--- config.mk ---
export PLATFORM = sky130hd
export DESIGN_NAME = uart_rx_deframer
export DESIGN_NICKNAME = d
export VERILOG_FILES = /design/src/rtl/uart_rx_deframer.sv
export SDC_FILE = /design/constraint.sdc
export NUM_CORES = 1
export LEC_CHECK = 0
export CAP_MARGIN = 20
export CORE_UTILIZATION = 50
export CTS_BUF_LIST = sky130_fd_sc_hd__clkbuf_4
export DETAILED_ROUTE_END_ITERATION = 10
export PLACE_DENSITY_LB_ADDON = 0.1
export SKIP_LAST_GASP = 1
export SYNTH_ARGS = -nofsm -noshare
export SYNTH_HDL_FRONTEND = slang
export SYNTH_SLANG_ARGS = --single-unit
--- constraint.sdc ---
create_clock -name sys_clk -period 2.3 [get_ports sys_clk]
set_input_delay 0.575 -clock sys_clk [delete_from_list [all_inputs] [get_ports sys_clk]]
set_output_delay 0.575 -clock sys_clk [all_outputs]
set_load 0.01 [all_outputs]
--- src/rtl/uart_rx_deframer.sv ---
// uart_rx_deframer: receive side of an 8N1 UART.
// Synchronises the raw rx pin, finds the start bit, samples each bit at its
// midpoint, rejects short low glitches, reports framing errors and overruns,
// and hands finished bytes to the consumer through a one-deep valid/ready
// holding register.
module uart_rx_deframer #(
    parameter int unsigned BAUDRATE     = 115200,
    parameter int unsigned CLOCK_FREQ   = 27000000,
    parameter int unsigned CLKS_PER_BIT = CLOCK_FREQ / BAUDRATE,
    parameter int unsigned HALF_BIT     = CLKS_PER_BIT / 2
) (
    input  logic       sys_clk,
    input  logic       sys_rst,
    input  logic       rx,
    input  logic       rx_ready,
    output logic [7:0] rx_data,
    output logic       rx_valid,
    output logic       frame_err,
    output logic       overrun,
    output logic       busy
);

    // Mid-bit sampling needs at least a few clocks per bit to be meaningful.
    if (CLKS_PER_BIT < 4) begin : g_bad_cfg
        $error("uart_rx_deframer: CLKS_PER_BIT must be at least 4");
    end

    localparam int unsigned CntW = $clog2(CLKS_PER_BIT);

    // Terminal counts: counter runs 0..N-1, so the sample lands on the Nth clock.
    localparam logic [CntW-1:0] HalfLast = CntW'(HALF_BIT - 1);
    localparam logic [CntW-1:0] BitLast  = CntW'(CLKS_PER_BIT - 1);

    typedef enum logic [2:0] {
        StIdle,
        StStart,
        StData,
        StStop,
        StBreak
    } state_e;

    // ------------------------------------------------------------------
    // Input synchroniser
    // ------------------------------------------------------------------
    logic rx_meta_q;
    logic rxs_q;

    // Two-flop synchroniser; both stages reset to the idle (high) line level.
    always_ff @(posedge sys_clk) begin
        if (sys_rst) begin
            rx_meta_q <= 1'b1;
            rxs_q     <= 1'b1;
        end else begin
            rx_meta_q <= rx;
            rxs_q     <= rx_meta_q;
        end
    end

    // ------------------------------------------------------------------
    // Deframing FSM
    // ------------------------------------------------------------------
    state_e          state_q;
    logic [CntW-1:0] cnt_q;
    logic [2:0]      idx_q;
    logic [7:0]      shift_q;
    logic            done_q;
    logic            frame_err_q;
    logic            busy_q;

    // Bit timing, sampling and frame validation; done_q/frame_err_q are
    // single-cycle pulses raised on the stop-bit sample.
    always_ff @(posedge sys_clk) begin
        if (sys_rst) begin
            state_q     <= StIdle;
            cnt_q       <= '0;
            idx_q       <= '0;
            shift_q     <= '0;
            done_q      <= 1'b0;
            frame_err_q <= 1'b0;
            busy_q      <= 1'b0;
        end else begin
            done_q      <= 1'b0;
            frame_err_q <= 1'b0;
            unique case (state_q)
                StIdle: begin
                    if (!rxs_q) begin
                        state_q <= StStart;
                        cnt_q   <= '0;
                        busy_q  <= 1'b1;
                    end
                end
                StStart: begin
                    if (cnt_q == HalfLast) begin
                        if (!rxs_q) begin
                            state_q <= StData;
                            cnt_q   <= '0;
                            idx_q   <= '0;
                        end else begin
                            // Line went back high before mid-start: glitch.
                            state_q <= StIdle;
                            cnt_q   <= '0;
                            busy_q  <= 1'b0;
                        end
                    end else begin
                        cnt_q <= cnt_q + CntW'(1);
                    end
                end
                StData: begin
                    if (cnt_q == BitLast) begin
                        cnt_q          <= '0;
                        shift_q[idx_q] <= rxs_q;
                        if (idx_q == 3'd7) begin
                            state_q <= StStop;
                        end else begin
                            idx_q <= idx_q + 3'd1;
                        end
                    end else begin
                        cnt_q <= cnt_q + CntW'(1);
                    end
                end
                StStop: begin
                    if (cnt_q == BitLast) begin
                        cnt_q <= '0;
                        if (rxs_q) begin
                            done_q  <= 1'b1;
                            state_q <= StIdle;
                            busy_q  <= 1'b0;
                        end else begin
                            // Byte is discarded; wait out the low line.
                            frame_err_q <= 1'b1;
                            state_q     <= StBreak;
                        end
                    end else begin
                        cnt_q <= cnt_q + CntW'(1);
                    end
                end
                StBreak: begin
                    // Only one frame_err per low period, however long it lasts.
                    if (rxs_q) begin
                        state_q <= StIdle;
                        busy_q  <= 1'b0;
                    end
                end
                default: begin
                    state_q <= StIdle;
                    busy_q  <= 1'b0;
                end
            endcase
        end
    end

    // ------------------------------------------------------------------
    // One-deep holding register
    // ------------------------------------------------------------------
    logic [7:0] rx_data_q;
    logic [7:0] rx_data_d;
    logic       rx_valid_q;
    logic       rx_valid_d;
    logic       overrun_q;
    logic       overrun_d;

    // Drain on valid&&ready; a completion either refills (slot free or being
    // drained this cycle) or is dropped with an overrun pulse.
    always_comb begin
        rx_data_d  = rx_data_q;
        rx_valid_d = rx_valid_q;
        overrun_d  = 1'b0;
        if (rx_valid_q && rx_ready) begin
            rx_valid_d = 1'b0;
        end
        if (done_q) begin
            if (rx_valid_q && !rx_ready) begin
                overrun_d = 1'b1;
            end else begin
                rx_data_d  = shift_q;
                rx_valid_d = 1'b1;
            end
        end
    end

    // Holding register state.
    always_ff @(posedge sys_clk) begin
        if (sys_rst) begin
            rx_data_q  <= '0;
            rx_valid_q <= 1'b0;
            overrun_q  <= 1'b0;
        end else begin
            rx_data_q  <= rx_data_d;
            rx_valid_q <= rx_valid_d;
            overrun_q  <= overrun_d;
        end
    end

    assign rx_data   = rx_data_q;
    assign rx_valid  = rx_valid_q;
    assign overrun   = overrun_q;
    assign frame_err = frame_err_q;
    assign busy      = busy_q;

endmodule
==> results.md <==
| Group | Quantity | Value |
|:---|:---|:---|
| clocking | Number of H-tree branching levels | 2 |
| clocking | CTS tree | built |
| floorplan | Site row count | 21 |
| clocking | Number of clock buffers inserted by TritonCTS | 5 |
| route | Total length of routed wires | 3220 um |
| clocking | Post-CTS Setup Bufs | 0 |
| synth | Cell Area, Synth | 0.00174 mm2 |
| cells and area | FILL cells | 325 |
| min path | Path class of the lowest-slack min-delay path | flop to flop |
| critical path | CP max stage cell | or4_4 |
| clocking | CTS resizes | 0 |
| synth | Synthesis warning total | 0 |
| timing | Slew at the pin with the worst max-slew slack | 601 ps |
| global route | Antenna violations before repair | 0 |
| synth | Most frequently used flop master after synthesis | dfxtp_1 |
| timing | Maximum clock frequency | 497 MHz |
| critical path | Critical path class | flop to flop |
| route | Final routed wire length divided by cell count | 12.0 um |
| global route | Global-route wire length before repair | 5320 um |
| critical path | Worst setup path startpoint | cnt_q[0] |
| clocking | Clock tree buffer depth | 2 |
| power and ir drop | Leak Pwr | 0.790 nW |
| timing | Endpoints failing setup | 0 |
| cells and area | Non-filler instance count after layout | 268 |
| synth | Post-synthesis register bit count | 37 |
| synth | Leading post-synthesis cells by instance count | dfxtp_1 (37), nor2_1 (30), nand2_1 (25), mux2i_1 (14), a21oi_1 (11) |
| floorplan | Area inside the core boundary | 0.00334 mm2 |
| route | DR pass1 iterations | 4 |
| route | Initial DRC Count | 50 |
| critical path | Maximum net fanout on the critical path | 5 |
| timing | Clock Skew | 11.5 ps |
| timing | Sum Neg Setup Slack | 0 ps |
| global route | GRT Resource Usage Total | 19.6% |
| synth | Async S/R FF share, synth | 0% |
| timing | Number of hold violations in the final report | 0 |
| timing | Number of max-slew violations in the final report | 0 |
| clocking | Clock root buffer | clkbuf_4 |
| critical path | Critical register-to-register path startpoint | cnt_q[0] |
| cells and area | Sequential Area | 741 um2 |
| synth | Synthesized netlist cell count | 203 |
| timing | Setup repair after global routing missed its margin | false |
| critical path | CP endpoint kind | flop |
| timing | Final Critical Period | 2010 ps |
| synth | Count of different cell masters after synthesis | 40 |
| synth | Cell types occupying the most area after synthesis | dfxtp_1 (43%), mux2i_1 (8.1%), nor2_1 (6.5%) |
| place | DP Wirelength | 2320 um |
| clocking | Sinks on Clock Net | 37 |
| critical path | Crit path required time | 2550 ps |
| cells and area | Antenna diode count | 0 |
| floorplan | Die outline height | 60.9 um |
| place | Final RePlAce weighted congestion | 0.879 |
| critical path | Cells along the critical path | ha_1, nand4b_1, buf_4, or4_4, nor3b_2, mux2i_1, nor2_1 |
| critical path | Length in cells of the worst reg-to-reg path | 7 |
| route | Mean number of vias per cell | 5.25 |
| route | DRC Markers | 0 |
| clocking | Clock latency of the later-clocked register in the worst-skew pair | 350 ps |
| place | Worst setup timing slack at the placement stage | 286 ps |
| critical path | Top delay family on crit path | simple AND/OR/NAND/NOR gates |
| global route | Via count of the first global-routing pass | 1284 |
| critical path | Worst path buffer plus inverter count | 1 |
| clocking | # hold bufs at CTS | 0 |
| floorplan | Die ar. | 0.00371 mm2 |
| power and ir drop | Pwr per Cell Area | 575 mW/mm2 |
| route | Count of antenna-violating nets left after detailed routing | 0 |
| power and ir drop | Peak supply drop | 0.283 mV |
| synth | Number of enable flip-flop cells after synthesis | 0 |
| floorplan | Die extent in x | 60.9 um |
| cells and area | Multi-input gate area in the final layout | 897 um2 |
| critical path | Element type at the critical path start | flop |
| cells and area | Area growth syn-to-layout | 15.9% |
| critical path | Signal arrival time at the worst endpoint | 2260 ps |
| synth | Dominant cell type by area after synthesis | dfxtp_1 |
| job | Count of max-cap constraint violations | 0 |
| timing | Final setup margin | 287 ps |
| synth | Post-synth top area share | 42.7% |
| synth | Syn Area/Cell | 8.56 um2 |
| cells and area | Number of nets in the layout | 230 |
| critical path | Reg-to-reg endpoint | shift_q[3] |
| clocking | Clock slew at reported path FFs | 120 ps |
| global route | Final global-route overflow total | 0 |
| critical path | Worst reg2reg setup slack | 290 ps |
| critical path | Critical path endpoint | shift_q[3] |
| outcome | Outcome | completed |
| cells and area | Share of final-layout standard cells stronger than drive strength 1 | 13.1% |
| synth | Portion of the post-synthesis area used by sequential elements | 42.7% |
| place | Port bufs | 15 |
| floorplan | Number of top-level pins | 16 |
| timing | Crit share post-route | 87.5% |
| timing | Worst-case hold slack | 435 ps |
| critical path | Critical Path Stages | 7 |
| synth | Total nets after synthesis | 212 |
| global route | Pin count of the biggest net entering global routing | 25 |
| synth | Most frequent cell after synthesis | dfxtp_1 |
| timing | Worst rel slew slack | 59.9% |
| route | Vias after detailed routing | 1406 |
| floorplan | Starting Density | 52.0% |
| place | Inst Count DP | 260 |
| critical path | Crit path largest cell delay | 560 ps |
-- cells by family (layout without fill, tap and decap cells) --
family                     Yosys count  in the layout  share of synthesized area (%)
AOI/OAI and AO/OA                   33             33                           11.5
muxes                               14             14                           8.07
and+or+nand+nor                     92             92                           27.5
DFF                                 37             37                           42.7
buffers and inverters               20             39                           5.69
xor gates and xnor gates             2              2                           1.01
adders and majority gates            5              5                           3.60
-- power by group --
part	internal [mW]	switching, mW
Combinational	0.0212	0.0299
Sequential	0.646	0.00772
Clock	0.230	0.224
Total	0.897	0.261
-- sequential cells by signal, indices dropped and copies added, names as in the netlist --
signal	count
rxs_q	1
frame_err	1
idx_q	3
rx_meta_q	1
overrun	1
state_q	3
shift_q	8
rx_data	8
busy	1
done_q	1
cnt_q	8
rx_valid	1
-- layout make-up --
type,instances,share of cell area (%)
Sequential cell,37,36.8
Clock inverter,3,2.30
Multi-Input combinational cell,146,44.6
Tap cell,46,2.86
Timing Repair Buffer,22,9.94
Inverter,9,1.68
Clock buffer,5,1.86
-- cell usage in the layout (no fill, tap or decap), types with 4 or more instances in the layout --
cell / Yosys / layout
clkdlybuf4s50_1: 0 / 15
o21ai_0: 6 / 6
a21oi_1: 11 / 11
nor2_1: 30 / 30
clkbuf_4: 1 / 5
nand3_1: 7 / 7
nand3b_1: 4 / 4
inv_1: 9 / 9
or2_2: 5 / 5
dfxtp_1: 37 / 37
mux2i_1: 14 / 14
nand2_1: 25 / 25
a22oi_1: 4 / 4
a31oi_1: 4 / 4
buf_4: 1 / 6
ha_1: 5 / 5
-- how the worst min path moves through the flow --
stage / end / cells after the start / from / slack (ps)
after global placement: rxs_q / 1 / rx_meta_q / 400
after floorplan: rxs_q / 1 / rx_meta_q / 390
after detailed placement: rxs_q / 1 / rx_meta_q / 400
after CTS: rxs_q / 1 / rx_meta_q / 440
after global routing: rxs_q / 1 / rx_meta_q / 460
final: rxs_q / 1 / rx_meta_q / 430
-- routing by layer --
metal,global-route usage [%],part of all wire (%),vias to the layer above
li1,-,-,733
met1,24.0,48,644
met2,30.9,48,21
met3,5.54,2.5,8
met4,11.4,1.8,0
met5,0,0,-
-- per-stage QoR --
stage                     util, %  instance area [um2]  power [mW]
final                        60.3                 2010        1.16
after global routing         60.3                 2010        1.21
after CTS                    60.3                 2010        1.17
after detailed placement     57.8                 1930       0.719
after global placement       57.7                 1920       0.717
after floorplan                 -                 1740       0.700
Note: power is estimated with default switching activity, not from simulation.
